[src/rtl/hist_ctrl_if.sv]
// Command, event, RAM and dump-stream signals of the histogram sequencer.
// The slave modport is the sequencer's view; master is the surrounding system.
interface hist_ctrl_if #(
    parameter int ADDR_W = 7,
    parameter int DATA_W = 32
);
    logic              cmd_valid;
    logic [1:0]        cmd;
    logic              cmd_ready;
    logic              ev_strobe;
    logic [ADDR_W-1:0] ev_bin;
    logic [ADDR_W-1:0] mem_addr;
    logic              mem_we;
    logic [DATA_W-1:0] mem_wdata;
    logic [DATA_W-1:0] mem_rdata;
    logic              out_valid;
    logic [DATA_W-1:0] out_data;
    logic              out_last;
    logic              out_ready;

    modport slave (
        input  cmd_valid, cmd, ev_strobe, ev_bin, mem_rdata, out_ready,
        output cmd_ready, mem_addr, mem_we, mem_wdata, out_valid, out_data, out_last
    );

    modport master (
        output cmd_valid, cmd, ev_strobe, ev_bin, mem_rdata, out_ready,
        input  cmd_ready, mem_addr, mem_we, mem_wdata, out_valid, out_data, out_last
    );
endinterface

[src/rtl/hist_ctrl.sv]
// Histogram RAM sequencer: clear, read-modify-write accumulate, and dump.
// State | meaning: IDLE=0 wait cmd | CLEAR=1 zero RAM | RUN=2 accumulate | DRAIN=3 finish pending | DUMP=4 stream bins
module hist_ctrl #(
    parameter int ADDR_W = 7,
    parameter int DATA_W = 32,
    parameter int DROP_W = 16
) (
    input  logic              i_clk,
    input  logic              i_rst_n,
    hist_ctrl_if.slave        io_bus,
    output logic [DROP_W-1:0] o_drop_cnt,
    output logic [2:0]        o_state
);
    typedef enum logic [2:0] {
        S_IDLE  = 3'd0,
        S_CLEAR = 3'd1,
        S_RUN   = 3'd2,
        S_DRAIN = 3'd3,
        S_DUMP  = 3'd4
    } state_t;

    typedef enum logic [1:0] {
        D_ISSUE = 2'd0,
        D_LOAD  = 2'd1,
        D_HOLD  = 2'd2
    } dump_t;

    localparam logic [1:0]        CMD_STOP  = 2'b00;
    localparam logic [1:0]        CMD_CLEAR = 2'b01;
    localparam logic [1:0]        CMD_RUN   = 2'b10;
    localparam logic [1:0]        CMD_DUMP  = 2'b11;
    localparam logic [ADDR_W-1:0] ADDR_ONE  = ADDR_W'(1);
    localparam logic [ADDR_W-1:0] ADDR_MAX  = {ADDR_W{1'b1}};
    localparam logic [DATA_W-1:0] DATA_ONE  = DATA_W'(1);
    localparam logic [DATA_W-1:0] DATA_MAX  = {DATA_W{1'b1}};
    localparam logic [DROP_W-1:0] DROP_ONE  = DROP_W'(1);
    localparam logic [DROP_W-1:0] DROP_MAX  = {DROP_W{1'b1}};

    state_t            r_state,     w_state_nxt;
    dump_t             r_dump,      w_dump_nxt;
    logic [ADDR_W-1:0] r_addr,      w_addr_nxt;
    logic              r_buf_vld,   w_buf_vld_nxt;
    logic [ADDR_W-1:0] r_buf_bin,   w_buf_bin_nxt;
    logic              r_rmw_wr,    w_rmw_wr_nxt;
    logic [ADDR_W-1:0] r_rmw_bin,   w_rmw_bin_nxt;
    logic [DROP_W-1:0] r_drop_cnt,  w_drop_nxt;
    logic              r_out_valid, w_out_valid_nxt;
    logic [DATA_W-1:0] r_out_data,  w_out_data_nxt;
    logic              r_out_last,  w_out_last_nxt;
    logic [ADDR_W-1:0] w_mem_addr;
    logic              w_mem_we;
    logic [DATA_W-1:0] w_mem_wdata;
    logic [DATA_W-1:0] w_inc;
    logic              w_consume;
    logic              w_cmd_ready;
    logic              w_cmd_acc;

    assign w_inc       = (io_bus.mem_rdata == DATA_MAX) ? DATA_MAX : io_bus.mem_rdata + DATA_ONE;
    assign w_cmd_ready = (r_state == S_IDLE) || (r_state == S_RUN);
    assign w_cmd_acc   = io_bus.cmd_valid && w_cmd_ready;

    always_comb begin
        w_state_nxt     = r_state;
        w_dump_nxt      = r_dump;
        w_addr_nxt      = r_addr;
        w_buf_vld_nxt   = r_buf_vld;
        w_buf_bin_nxt   = r_buf_bin;
        w_rmw_wr_nxt    = 1'b0;
        w_rmw_bin_nxt   = r_rmw_bin;
        w_drop_nxt      = r_drop_cnt;
        w_out_valid_nxt = r_out_valid;
        w_out_data_nxt  = r_out_data;
        w_out_last_nxt  = r_out_last;
        w_mem_addr      = '0;
        w_mem_we        = 1'b0;
        w_mem_wdata     = '0;
        w_consume       = 1'b0;

        // RMW engine keeps running through DRAIN so buffered work is never lost
        if (r_state == S_RUN || r_state == S_DRAIN) begin
            if (r_rmw_wr) begin
                w_mem_addr  = r_rmw_bin;
                w_mem_we    = 1'b1;
                w_mem_wdata = w_inc;
            end else if (r_buf_vld) begin
                w_mem_addr    = r_buf_bin;
                w_consume     = 1'b1;
                w_rmw_wr_nxt  = 1'b1;
                w_rmw_bin_nxt = r_buf_bin;
                w_buf_vld_nxt = 1'b0;
            end
        end

        if (r_state == S_RUN && io_bus.ev_strobe) begin
            if (!r_buf_vld || w_consume) begin
                w_buf_vld_nxt = 1'b1;
                w_buf_bin_nxt = io_bus.ev_bin;
            end else if (r_drop_cnt != DROP_MAX) begin
                w_drop_nxt = r_drop_cnt + DROP_ONE;
            end
        end

        case (r_state)
            S_IDLE: begin
                if (w_cmd_acc) begin
                    case (io_bus.cmd)
                        CMD_CLEAR: begin
                            w_state_nxt = S_CLEAR;
                            w_addr_nxt  = '0;
                            w_drop_nxt  = '0;
                        end
                        CMD_RUN:  w_state_nxt = S_RUN;
                        CMD_DUMP: begin
                            w_state_nxt = S_DUMP;
                            w_addr_nxt  = '0;
                            w_dump_nxt  = D_ISSUE;
                        end
                        default: ;
                    endcase
                end
            end
            S_CLEAR: begin
                w_mem_addr = r_addr;
                w_mem_we   = 1'b1;
                w_addr_nxt = r_addr + ADDR_ONE;
                if (r_addr == ADDR_MAX) w_state_nxt = S_IDLE;
            end
            S_RUN: begin
                if (w_cmd_acc && io_bus.cmd == CMD_STOP) w_state_nxt = S_DRAIN;
            end
            S_DRAIN: begin
                if (!r_rmw_wr && !r_buf_vld) w_state_nxt = S_IDLE;
            end
            S_DUMP: begin
                case (r_dump)
                    D_ISSUE: begin
                        w_mem_addr = r_addr;
                        w_dump_nxt = D_LOAD;
                    end
                    D_LOAD: begin
                        w_out_data_nxt  = io_bus.mem_rdata;
                        w_out_valid_nxt = 1'b1;
                        w_out_last_nxt  = (r_addr == ADDR_MAX);
                        w_dump_nxt      = D_HOLD;
                    end
                    default: begin
                        w_mem_addr = r_addr;
                        if (io_bus.out_ready) begin
                            w_out_valid_nxt = 1'b0;
                            w_out_last_nxt  = 1'b0;
                            if (r_addr == ADDR_MAX) begin
                                w_state_nxt = S_IDLE;
                                w_addr_nxt  = '0;
                            end else begin
                                // overlap the next read with this handshake: 2 cycles per word
                                w_mem_addr = r_addr + ADDR_ONE;
                                w_addr_nxt = r_addr + ADDR_ONE;
                                w_dump_nxt = D_LOAD;
                            end
                        end
                    end
                endcase
            end
            default: w_state_nxt = S_IDLE;
        endcase
    end

    always_ff @(posedge i_clk) begin
        if (!i_rst_n) begin
            r_state     <= S_IDLE;
            r_dump      <= D_ISSUE;
            r_addr      <= '0;
            r_buf_vld   <= 1'b0;
            r_buf_bin   <= '0;
            r_rmw_wr    <= 1'b0;
            r_rmw_bin   <= '0;
            r_drop_cnt  <= '0;
            r_out_valid <= 1'b0;
            r_out_data  <= '0;
            r_out_last  <= 1'b0;
        end else begin
            r_state     <= w_state_nxt;
            r_dump      <= w_dump_nxt;
            r_addr      <= w_addr_nxt;
            r_buf_vld   <= w_buf_vld_nxt;
            r_buf_bin   <= w_buf_bin_nxt;
            r_rmw_wr    <= w_rmw_wr_nxt;
            r_rmw_bin   <= w_rmw_bin_nxt;
            r_drop_cnt  <= w_drop_nxt;
            r_out_valid <= w_out_valid_nxt;
            r_out_data  <= w_out_data_nxt;
            r_out_last  <= w_out_last_nxt;
        end
    end

    assign io_bus.cmd_ready = w_cmd_ready;
    assign io_bus.mem_addr  = w_mem_addr;
    assign io_bus.mem_we    = w_mem_we;
    assign io_bus.mem_wdata = w_mem_wdata;
    assign io_bus.out_valid = r_out_valid;
    assign io_bus.out_data  = r_out_data;
    assign io_bus.out_last  = r_out_last;
    assign o_drop_cnt       = r_drop_cnt;
    assign o_state          = r_state;
endmodule

[src/flat_wrapper.sv]
// flat-port wrapper written by rule: the top's interface ports become plain ports
module hist_ctrl_flat 
#(
    parameter int ADDR_W = 7,
    parameter int DATA_W = 32,
    parameter int DROP_W = 16
)
  (i_clk, i_rst_n, o_drop_cnt, o_state, io_bus_cmd_valid, io_bus_cmd, io_bus_ev_strobe, io_bus_ev_bin, io_bus_mem_rdata, io_bus_out_ready, io_bus_cmd_ready, io_bus_mem_addr, io_bus_mem_we, io_bus_mem_wdata, io_bus_out_valid, io_bus_out_data, io_bus_out_last);
  hist_ctrl_if #(.ADDR_W(ADDR_W), .DATA_W(DATA_W)) io_bus_i ();
  input  logic i_clk;
  input  logic i_rst_n;
  output logic [DROP_W-1:0] o_drop_cnt;
  output logic [2:0] o_state;
  input wire logic [$bits(io_bus_i.cmd_valid)-1:0] io_bus_cmd_valid;
  input wire logic [$bits(io_bus_i.cmd)-1:0] io_bus_cmd;
  input wire logic [$bits(io_bus_i.ev_strobe)-1:0] io_bus_ev_strobe;
  input wire logic [$bits(io_bus_i.ev_bin)-1:0] io_bus_ev_bin;
  input wire logic [$bits(io_bus_i.mem_rdata)-1:0] io_bus_mem_rdata;
  input wire logic [$bits(io_bus_i.out_ready)-1:0] io_bus_out_ready;
  output wire logic [$bits(io_bus_i.cmd_ready)-1:0] io_bus_cmd_ready;
  output wire logic [$bits(io_bus_i.mem_addr)-1:0] io_bus_mem_addr;
  output wire logic [$bits(io_bus_i.mem_we)-1:0] io_bus_mem_we;
  output wire logic [$bits(io_bus_i.mem_wdata)-1:0] io_bus_mem_wdata;
  output wire logic [$bits(io_bus_i.out_valid)-1:0] io_bus_out_valid;
  output wire logic [$bits(io_bus_i.out_data)-1:0] io_bus_out_data;
  output wire logic [$bits(io_bus_i.out_last)-1:0] io_bus_out_last;
  assign io_bus_i.cmd_valid = io_bus_cmd_valid;
  assign io_bus_i.cmd = io_bus_cmd;
  assign io_bus_i.ev_strobe = io_bus_ev_strobe;
  assign io_bus_i.ev_bin = io_bus_ev_bin;
  assign io_bus_i.mem_rdata = io_bus_mem_rdata;
  assign io_bus_i.out_ready = io_bus_out_ready;
  assign io_bus_cmd_ready = io_bus_i.cmd_ready;
  assign io_bus_mem_addr = io_bus_i.mem_addr;
  assign io_bus_mem_we = io_bus_i.mem_we;
  assign io_bus_mem_wdata = io_bus_i.mem_wdata;
  assign io_bus_out_valid = io_bus_i.out_valid;
  assign io_bus_out_data = io_bus_i.out_data;
  assign io_bus_out_last = io_bus_i.out_last;
  hist_ctrl #(.ADDR_W(ADDR_W), .DATA_W(DATA_W), .DROP_W(DROP_W)) u_core (.i_clk(i_clk), .i_rst_n(i_rst_n), .io_bus(io_bus_i), .o_drop_cnt(o_drop_cnt), .o_state(o_state));
endmodule
[config.mk]
export PLATFORM = sky130hd
export DESIGN_NAME = hist_ctrl_flat
export DESIGN_NICKNAME = d
export VERILOG_FILES = /design/src/rtl/hist_ctrl_if.sv /design/src/rtl/hist_ctrl.sv /design/src/flat_wrapper.sv
export SDC_FILE = /design/constraint.sdc
export NUM_CORES = 1
export LEC_CHECK = 0
export ABC_AREA = 1
export BUFFER_PORTS_ARGS = -buffer_cell sky130_fd_sc_hd__clkbuf_2
export CAP_MARGIN = 0
export CORE_MARGIN = 8
export CORE_UTILIZATION = 40
export DETAILED_ROUTE_END_ITERATION = 6
export SLEW_MARGIN = 20
export SYNTH_ARGS = -nofsm -noshare
export SYNTH_HDL_FRONTEND = slang
export SYNTH_SLANG_ARGS = --single-unit
[constraint.sdc]
create_clock -name i_clk -period 7.8 [get_ports i_clk]
set_clock_uncertainty 0.1 [all_clocks]
set_input_delay 2.34 -clock i_clk [delete_from_list [all_inputs] [get_ports i_clk]]
set_output_delay 2.34 -clock i_clk [all_outputs]
set_load 0.05 [all_outputs]
==> metrics <==
run status complete, no violations; clock slew at reported path FFs about 60 ps; initial antenna violation count 0; routed length per instance 14.4 um; Setup Fix Bufs, Post-CTS 0; ratio of total power to cell area approximately 220 mW/mm2; number of top-level pins 140; share of post-route cells with drive strength above 1 about a fifth; final worst-path cycle share between 80% and 90%; WHS around 360 ps; Min-Delay Endpoint u_core.r_rmw_bin[2]$_SDFFE_PN0P_; commonest non-fill, non-tap cell in the layout sky130_fd_sc_hd__nand2_1; number of global-route vias before repair about 5400; type of element capturing the critical path primary output; final cell count without fillers approximately 1200; Core Footprint around 0.013 mm2; die extent in x between 100 and 150 um; Net Count, Synth a little over 900; maximum clock frequency between 100 and 150 MHz; total of flip-flops plus latches after synthesis between 70 and 80; Worst slew margin around three fifths; delay of the slowest cell on the worst path slightly below 300 ps; maximum number of pins on one net before global-route repair 51; Tot GR Track Use a little under 20%; total wirelength of the detailed-routed design about 17 mm; Detail Placement HPWL roughly 13 mm; Worst EP arrival 4340 ps; total die area between 0.015 and 0.02 mm2; Placement Setup Slack about 1100 ps; Final min period between 6000 and 7000 ps; antenna diode count 0; worst-margin pin slew 604 ps; Final Cell Area approximately 0.0064 mm2; post-synthesis area per instance 6.04 um2; maximum number of buffers from clock root to sink 2; worst min path class register to register; clock tree from TritonCTS done; layout-stage area growth over the synthesis result 20.0%; total number of placement rows 42; I/O Buffers 139; drt first pass iters 5; hold_sp u_core.r_buf_bin[2]$_SDFFE_PN0P_; iteration-0 DRC count of the detailed router roughly 530; capture instance of the worst register-to-register path u_core.io_bus.out_data[19]$_SDFFE_PN0P_; # clock sinks 78; cells traversed along the worst timing path clkbuf_2, ha_1, nand2_2, nor2_4, nand2_2, nor2_4, nand3b_4, inv_1, o21ai_0, inv_1, clkbuf_2; Final Worst Setup Slack 1020 ps; Post-Syn Instances 882; type of the worst setup path input port to primary output; cell at the root of the clock tree sky130_fd_sc_hd__clkbuf_16; final-layout setup total negative slack 0 ps; unrepaired setup endpoints after global routing false; reg2reg setup slack ~5700 ps; nets@finish around 1100; cell depth of the worst flop-to-flop path 7; placed inst area around 0.0061 mm2; Max IR drop VDD approximately 0.13 mV; Worst Hold Path Cells 2; Final Hold Viols 0; initial standard-cell utilization of the core 40.5%; Final GP Congestion 0.944; final count of negative-setup-slack endpoints 0; commonest cells after routing, fill and taps aside 210 x sky130_fd_sc_hd__nand2_1, 153 x sky130_fd_sc_hd__nor2_1, 139 x sky130_fd_sc_hd__clkbuf_2, 101 x sky130_fd_sc_hd__inv_1, 78 x sky130_fd_sc_hd__dfxtp_1; Antenna Nets Post-Route 0; number of different library cells in the post-synthesis netlist 39; placed cell count roughly 1200; die height roughly 130 um; GRT Residual Overflow 0; H-tree levels 3; number of remaining DRC errors 0; TritonCTS buffer count 9; Lkg Pwr around 0.0031 uW; clock latency at the later pin of the worst-skew pair around 350 ps; global-route wire length before repair between 20 and 30 mm; Worst Setup Start Kind input port; critical path required time between 5000 and 6000 ps; YS warnings 0; Seq/Total Area, Yosys between 20 and 30%; via count of the routed design a little under 6000; reported max-cap violation count 0; crit path max fanout 25; final slew viol count 0; post-synthesis instance area 0.00533 mm2; number of buffers added to fix hold violations after cts 0; Post-CTS Resized 0; vias per cell between 4 and 5; Worst path slowest cell sky130_fd_sc_hd__inv_1; reg-to-reg startpoint u_core.r_dump[1]$_SDFFE_PN0P_
[flip-flops by register name, summed over array words and instances (netlist names)]
register and count:
u_core.io_bus.out_valid 1, u_core.r_rmw_bin 7, u_core.r_addr 7, u_core.io_bus.out_data 32
u_core.r_rmw_wr 1, u_core.io_bus.out_last 1, u_core.r_dump 2, u_core.o_state 3
u_core.r_buf_bin 7, u_core.r_buf_vld 1, u_core.o_drop_cnt 16
[stage by stage]
step	power (uW)	utilization, %
5_1_grt	1460	48.6
2_1_floorplan	833	-
3_3_place_gp	946	46.3
4_1_cts	1390	48.6
3_5_place_dp	947	46.3
6_report	1380	48.6
[cells in the mapped netlist (all sizes together)]
| cell type | instances | share of area (%) |
|---|---|---|
| a22oi | 1 | 0.14 |
| o22ai | 1 | 0.12 |
| a21oi | 65 | 6.1 |
| nor3 | 7 | 0.75 |
| a31oi | 1 | 0.12 |
| inv | 113 | 8.0 |
| o211ai | 1 | 0.14 |
| o21bai | 2 | 0.28 |
| buf | 15 | 2.4 |
| o311ai | 1 | 0.16 |
| nand3 | 75 | 7.2 |
| ha | 4 | 0.94 |
| nand3b | 9 | 1.5 |
| nand4 | 8 | 0.94 |
| nand2 | 222 | 17 |
| xor2 | 15 | 2.5 |
| nor2 | 167 | 13 |
| o31ai | 2 | 0.28 |
| clkbuf | 11 | 0.80 |
| dfxtp | 78 | 29 |
| xnor2 | 5 | 0.82 |
| o21ai | 75 | 7.1 |
| or2 | 2 | 0.23 |
| and2 | 1 | 0.12 |
| a211oi | 1 | 0.14 |
[final cells by class]
type	instances	area [um2]
inverters	113	424
clock buffers	10	239
well taps	176	220
fillers	1473	6750
clock inverters	6	68.8
repair buffers	141	711
multi-input cells	665	3170
flip-flops and latches	78	1560
[worst max-delay path by stage]
stage | from | endpoint | slack [ps]
CTS | io_bus_mem_rdata[0] | io_bus_mem_wdata[16] | 1060
detailed placement | io_bus_mem_rdata[0] | io_bus_mem_wdata[15] | 1070
finish | io_bus_mem_rdata[0] | io_bus_mem_wdata[16] | 1020
global placement | io_bus_mem_rdata[0] | io_bus_mem_wdata[15] | 1120
floorplan | io_bus_mem_rdata[0] | io_bus_mem_wdata[6] | 1330
global route | io_bus_mem_rdata[0] | io_bus_mem_wdata[13] | 860
[kinds of logic after synthesis]
group / share of synthesized area [%]
buf+inv: 11.2
flops: 29.3
simple gates: 40.6
compound gates: 14.6
xor+xnor: 3.29
fa+ha+maj: 0.940
[power by group]
group / internal, uW / switching, uW
logic: 119 / 347
clock network: 258 / 180
registers: 435 / 37.7
total: 812 / 565
[per-layer routing]
| metal | vias to the layer above | routed length [um] | global-route usage [%] |
|---|---|---|---|
| met2 | 187 | 7420 | 29.2 |
| met4 | 0 | 294 | 5.62 |
| li1 | 3062 | - | - |
| met5 | - | 0 | 0 |
| met3 | 22 | 1010 | 5.14 |
| met1 | 2622 | 8460 | 26.9 |
[critical path, delay by kind of cell]
| kind | cells | cell delay (ps) |
|---|---|---|
| buffers and inverters | 4 | 820 |
| AND/OR/NAND/NOR | 5 | 800 |
| adder cells (fa/ha/maj) | 1 | 230 |
| AO/OA/AOI/OAI | 1 | 130 |
Note: power is estimated with default switching activity, not from simulation.
